[config.mk]
export PLATFORM = sky130hd
export DESIGN_NAME = reaction_bcd_timer
export DESIGN_NICKNAME = d
export VERILOG_FILES = /design/src/rtl/reaction_bcd_timer.sv
export SDC_FILE = /design/constraint.sdc
export NUM_CORES = 1
export LEC_CHECK = 0
export ABC_AREA = 1
export CORE_MARGIN = 5
export CORE_UTILIZATION = 35
export CTS_CLUSTER_SIZE = 12
export DETAILED_ROUTE_END_ITERATION = 12
export GPL_TIMING_DRIVEN = 0
export PLACE_DENSITY = 0.66
export SYNTH_ARGS = -nofsm -noshare
export SYNTH_HDL_FRONTEND = slang
export SYNTH_SLANG_ARGS = --single-unit
[constraint.sdc]
create_clock -name clock -period 2.05 [get_ports clock]
set_input_delay 0.205 -clock clock [delete_from_list [all_inputs] [get_ports clock]]
set_output_delay 0.205 -clock clock [all_outputs]
set_load 0.05 [all_outputs]
[src/rtl/reaction_bcd_timer.sv]
// reaction_bcd_timer: millisecond reaction timer with a packed-BCD count, a frozen
// trial result and the best (smallest) valid result held since reset.
module reaction_bcd_timer #(
    parameter int TICK_DIV = 50000,
    parameter int DIGITS   = 4
) (
    input  logic                clock,
    input  logic                reset,
    input  logic                run,
    input  logic                clear,
    output logic [4*DIGITS-1:0] bcd,
    output logic [4*DIGITS-1:0] best,
    output logic                best_vld,
    output logic                valid,
    output logic                overflow,
    output logic                tick
);

    localparam int              W         = 4 * DIGITS;
    localparam int              PW        = (TICK_DIV > 2) ? $clog2(TICK_DIV) : 1;
    localparam logic [PW-1:0]   PRE_LAST  = PW'(TICK_DIV - 1);
    localparam logic [W-1:0]    ALL_NINES = {DIGITS{4'h9}};

    typedef enum logic [1:0] {
        IDLE = 2'd0,
        RUN  = 2'd1,
        HOLD = 2'd2
    } state_t;

    state_t        state;
    logic [PW-1:0] prescaler;

    // Ripple-carry decimal increment; the caller guarantees the input is not all 9s.
    function automatic logic [W-1:0] bcd_inc(input logic [W-1:0] v);
        logic [W-1:0] r;
        logic         carry;
        // NOTE: every local gets a value before any conditional use, so no storage is implied.
        r     = v;
        carry = 1'b1;
        for (int i = 0; i < DIGITS; i++) begin
            if (carry) begin
                if (v[4*i +: 4] == 4'd9) begin
                    r[4*i +: 4] = 4'd0;
                end else begin
                    r[4*i +: 4] = v[4*i +: 4] + 4'd1;
                    carry       = 1'b0;
                end
            end
        end
        return r;
    endfunction

    // Digit-wise unsigned compare, decided by the most significant differing digit.
    function automatic logic bcd_less(input logic [W-1:0] a, input logic [W-1:0] b);
        logic lt;
        logic decided;
        lt      = 1'b0;
        decided = 1'b0;
        for (int i = DIGITS - 1; i >= 0; i--) begin
            if (!decided && (a[4*i +: 4] != b[4*i +: 4])) begin
                lt      = (a[4*i +: 4] < b[4*i +: 4]);
                decided = 1'b1;
            end
        end
        return lt;
    endfunction

    always_ff @(posedge clock) begin
        // NOTE: reset is synchronous and clears every register, best included, so a
        // reset mid-trial leaves no stale record behind.
        if (!reset) begin
            state     <= IDLE;
            bcd       <= '0;
            prescaler <= '0;
            valid     <= 1'b0;
            overflow  <= 1'b0;
            tick      <= 1'b0;
            best      <= ALL_NINES;
            best_vld  <= 1'b0;
        end else begin
            // NOTE: all state uses non-blocking assignments so every decision below
            // sees the values from before this edge.
            tick <= 1'b0;
            case (state)
                IDLE: begin
                    bcd       <= '0;
                    prescaler <= '0;
                    if (run) begin
                        state <= RUN;
                    end
                end

                RUN: begin
                    if (clear) begin
                        state     <= IDLE;
                        bcd       <= '0;
                        overflow  <= 1'b0;
                        prescaler <= '0;
                    end else if (!run) begin
                        // Freeze the result; a saturated trial never becomes best.
                        state <= HOLD;
                        valid <= 1'b1;
                        if (!overflow && bcd_less(bcd, best)) begin
                            best     <= bcd;
                            best_vld <= 1'b1;
                        end
                    end else if (prescaler == PRE_LAST) begin
                        prescaler <= '0;
                        if (bcd == ALL_NINES) begin
                            overflow <= 1'b1;
                        end else begin
                            bcd  <= bcd_inc(bcd);
                            tick <= 1'b1;
                        end
                    end else begin
                        prescaler <= prescaler + PW'(1);
                    end
                end

                HOLD: begin
                    if (clear) begin
                        state    <= IDLE;
                        valid    <= 1'b0;
                        overflow <= 1'b0;
                        bcd      <= '0;
                    end
                end

                default: begin
                    state <= IDLE;
                end
            endcase
        end
    end

endmodule

After elaboration in Yosys (flattened, before gate mapping) --
Cells that the tools add are included. W data, S select, Z words.
Storage, ports and cells: register bits 54, bits of input ports 4, word-level logic and storage cells 149
Cells by class: add/sub/neg operators 5, $lt $le $gt $ge 4, eq/ne operators 24, mux-type cells 78, bitwise operators 5, reduce and logical (&&, ||, !) cells 22
Operators by type and width (number):
- $mux W16 | 8
- $mux W1 | 54
- $pmux W16 S3 | 1
- $eq A16 B16 Y1 const B | 2
- $pmux W16 S2 | 1
- $mux W4 | 7
- $ne A3 B3 Y1 const B | 8
- $reduce_and A6 Y1 | 3
- $add A16 B1 Y16 const B | 1
- $add A4 B1 Y4 const B | 4
- $eq A4 B4 Y1 const B | 4
- $lt A4 B4 Y1 | 4
- $ne A4 B4 Y1 | 4
- $reduce_and A5 Y1 | 2
- $mux W2 | 4
- $ne A2 B2 Y1 const B | 4
- $reduce_and A4 Y1 | 2
- $pmux W2 S3 | 1
- $not A1 Y1 | 5
- $reduce_or A5 Y1 | 1
- $logic_and A1 B1 Y1 | 4
- $logic_not A1 Y1 | 4
- $pmux W1 S2 | 2
- $reduce_bool A2 Y1 | 2
- other kinds (6) | 6

Depth between registers and ports, before layout --
word-level depth 29, depth in mapped cells 13, mapped depth without buffers 13

Worst setup path before layout --
Ideal clock, no wire load.
kind register to register, start register bcd[4], end register best[13], data arrival time 1.992 ns, data required time 1.933 ns, setup slack -0.059 ns, cell stages (with the launch flop) 13, path through dfxtp_1 -> inv_1 -> ha_1 -> nand4_1 -> nor2_1 -> nand3_1 -> nand2_1 -> nand2_1 -> nand2_1 -> buf_2 -> nand3_1 -> nand2_1 -> nor2_1
Between the ends: word-level cells in the longest chain between the ends 16, elaborated cells on any way between the ends 18, classes of those cells order compare (1); eq/ne (1); mux (11); reduce/logical (5)
Ends and longest elaborated chain:
- start: declaration | line 11 | output logic [4*DIGITS-1:0] bcd,
- start signal: assignment | line 112 | bcd <= bcd_inc(bcd);
- $ne A4 B4 Y1 | line 60 | if (!decided && (a[4*i +: 4] != b[4*i +: 4])) begin
- $logic_and A1 B1 Y1 | line 60
- $mux W1 | line 60
- $mux W1 | line 99 | end else if (!run) begin
- $mux W1 | line 94 | if (clear) begin
- $mux W1 | line 84 | case (state)
- $mux W1 | line 71 | if (!reset) begin
- $logic_not A1 Y1 | line 60
- $logic_and A1 B1 Y1 | line 60
- $mux W1 (*) | line 60
- $mux W1 (*) | line 99
- $mux W1 (*) | line 94
- $mux W1 (*) | line 84
- $mux W1 (*) | line 71
- $logic_and A1 B1 Y1 (*) | line 103 | if (!overflow && bcd_less(bcd, best)) begin
- $reduce_and A4 Y1 (no source line) (*)
- end signal: assignment | line 78 | best <= ALL_NINES;
- end signal: assignment | line 104 | best <= bcd;
- end: declaration | line 12 | output logic [4*DIGITS-1:0] best,
Mark *: on every way between the ends. The rest lies on a longest branch, timed or not. The select of a mux whose other input is x is not followed. A chain may end at the register's enable or synchronous reset.

Final worst setup path --
start register bcd[10], end output bcd[10]
No word-level cell between the ends.

==> flow_summary_export.csv <==
group,metric,value,unit
yosys,synthArstFlopShare,0,
final_layout,syn_to_final_growth,21.6,%
route,wl_met1,3530,µm
worst_setup_path,worstPathMaxFanout,7,
min_path,hp-class,"input pin to flip-flop",
worst_setup_path,crit_type,"flip-flop to primary output",
timing,finalMaxSlewViolations,0,
worst_setup_path,crit_family,"buffers and inverters",
yosys,synth_edf_count,0,
timing,hold_violations,0,
power_and_ir_drop,power.density,558,nW/µm²
floorplan,dieArea,11200,µm²
floorplan,ios,40,
clocking,cts.sinks,54,
worst_setup_path,end_kind,"primary output",
route,routed-wl-met3,305,µm
clocking,worstSkewPairLatency,0.31,ns
floorplan,initial_core_util,0.353,
worst_setup_path,cp_cell_sequence,"clkdlybuf4s50_1",
worst_setup_path,worst_r2r_path_depth,12,
clocking,cts_made_buffers,5,
route,drc_errors,0,
yosys,synth_top_family_by_area,"simple AND/OR/NAND/NOR gates",
grt,grt.overflow.total,0,
placement,port_buffers,37,
yosys,yosysWarnings,0,
timing,setup_viol,0,
final_layout,design_area,3910,µm²
route,firstDrtPassIters,4,
route,ant_nets,0,
clocking,clockBufferDepth,2,
run,maxCapViolations,0,
timing,rsz0062_at_grt,"yes",
floorplan,die_w,106,µm
power_and_ir_drop,power.total,2180,µW
timing,post-route-min-period,1.93,ns
worst_setup_path,cp_slowest_cell,"clkdlybuf4s50_1",
grt,grt_antenna_before_repair,0,
timing,fin_hold_ws,0.320,ns
final_layout,drive_gt1_frac,0.0953,
grt,grt_pass1_wl,13200,µm
worst_setup_path,worst-path-stages,1,
power_and_ir_drop,ir_drop,296,µV
grt,grt_pass1_vias,2877,
timing,setup_tns,0,ns
route,top_layer_used,"met4",
route,drt-initial-drc-count,120,
yosys,synth_ff_type,"dfxtp_1",
route,routed_wl,7850,µm
placement,dp_slack,0.0308,ns
clocking,cts_root_buffer,"clkbuf_8",
floorplan,die_y,106,µm
final_layout,layout_common_cells,"91 x nand2_1, 56 x inv_1, 55 x nand3_1",
outcome,status,"finished, final reports clean",
route,dr_wl_met2,3950,µm
power_and_ir_drop,p_leak,0.00165,µW
yosys,synth-xor-area-share,0.0245,
timing,finalClockSkew,0.0145,ns
floorplan,rows,35,
placement,routabilityCongestion,0.853,
route,viasPerCell,4.95,
clocking,tritoncts,"yes",
worst_setup_path,start_kind,"flip-flop",
worst_setup_path,worstPathRequired,1.85,ns
yosys,synthAdderAreaFrac,0.100,
placement,placed_cell_area,3730,µm²
timing,max_freq,519,MHz
yosys,syn-mean-instance-area,6.87,µm²
route,vias,3092,
timing,slew_headroom,0.632,
worst_setup_path,max_stage_delay,0.88,ns
timing,min_period_over_period,0.940,
worst_setup_path,critPathBufInv,1,
yosys,ys_types,34,
timing,tightest_slew,0.552,ns
grt,grt_max_degree,18,
yosys,yosys.area_share.simple,0.334,
clocking,clkTransAtPathRegs,0.10,ns
yosys,ys_seq_area_frac,0.336,
placement,place_hpwl,6160,µm
final_layout,final_common_cell,"nand2_1",
yosys,synth_mux_area_frac,0,
final_layout,antenna_cells,0,
floorplan,coreArea,9110,µm²
yosys,synth_area,3210,µm²
clocking,htreeDepth,2,
yosys,syn_nets,497,
min_path,min_path_cells,3,
yosys,ys_ff_latch,54,
grt,grt_usage,0.141,
yosys,synth_compound_area_frac,0.114,
yosys,syn_inst,468,
timing,finalWorstSetupSlack,0.123,ns
worst_setup_path,cp.arrival,1.72,ns
final_layout,fin_nets,542,
route,wl_per_cell,12.6,µm
[through the flow]
step / instances / utilization
floorplan: 468 / -
global placement: 616 / 0.409
detailed placement: 616 / 0.409
CTS: 624 / 0.422
global route: 625 / 0.429
finish: 625 / 0.429
[metal layers]
| layer | track usage | up-vias |
|---|---|---|
| met2 | 0.261 | 53 |
| met3 | 0.0251 | 7 |
| met1 | 0.167 | 1410 |
| li1 | - | 1622 |
| met4 | 0.0333 | 0 |
| met5 | 0 | - |
[where the power goes]
group,total [µW],internal (µW),switching [µW]
Clock,722,366,355
Combinational,349,115,234
Sequential,1110,1080,34.1
Total,2180,1560,624
[kinds of logic (layout without fill, tap and decap cells)]
kind of cell / count (synthesis) / in the layout
DFF: 54 / 54
AOI/OAI and AO/OA: 66 / 66
adders and majority gates: 26 / 26
buffers and inverters: 72 / 118
xor gates and xnor gates: 9 / 9
and+or+nand+nor: 241 / 241
[layout make-up]
class,count,area [µm²]
Fill cell,960,5200
Buffer,12,73.8
Clock inverter,3,43.8
Tap cell,111,139
Timing Repair Buffer,38,378
Clock buffer,5,68.8
Multi-Input combinational cell,342,1890
Sequential cell,54,1090
Inverter,60,225
[worst paths after layout]
check	end	slack (ns)	startpoint
min	prescaler[12]	0.32	reset
max reg2reg	bcd[14]	0.20	bcd[9]
min reg2reg	best_vld	0.45	best_vld
max	bcd[10]	0.12	bcd[10]
[synthesized netlist by cell type, types with 6 or more instances]
| master | count | share of area |
|---|---|---|
| dfxtp_1 | 54 | 0.34 |
| xnor2_1 | 6 | 0.016 |
| nand2_1 | 94 | 0.11 |
| nor3_1 | 10 | 0.016 |
| nor2_1 | 59 | 0.069 |
| inv_1 | 57 | 0.067 |
| o21ai_0 | 19 | 0.030 |
| ha_1 | 25 | 0.097 |
| nand4_1 | 7 | 0.014 |
| a21oi_1 | 38 | 0.059 |
| nand3_1 | 55 | 0.086 |
[sequential cells by signal, summed over array words and instances (netlist names)]
signal and flops:
bcd 16, best 16, prescaler 16, state 2, best_vld 1, overflow 1
tick 1, valid 1
[repair_timing]
| item | CTS | global route |
|---|---|---|
| setup endpoints to repair | 0 | 38 |
| hold endpoints to repair | 0 | 0 |
| setup buffers | 0 | 1 |
| resized for setup | 0 | 26 |
| hold buffers | 0 | 0 |
No activity file was read; power rests on OpenSTA's default activity.
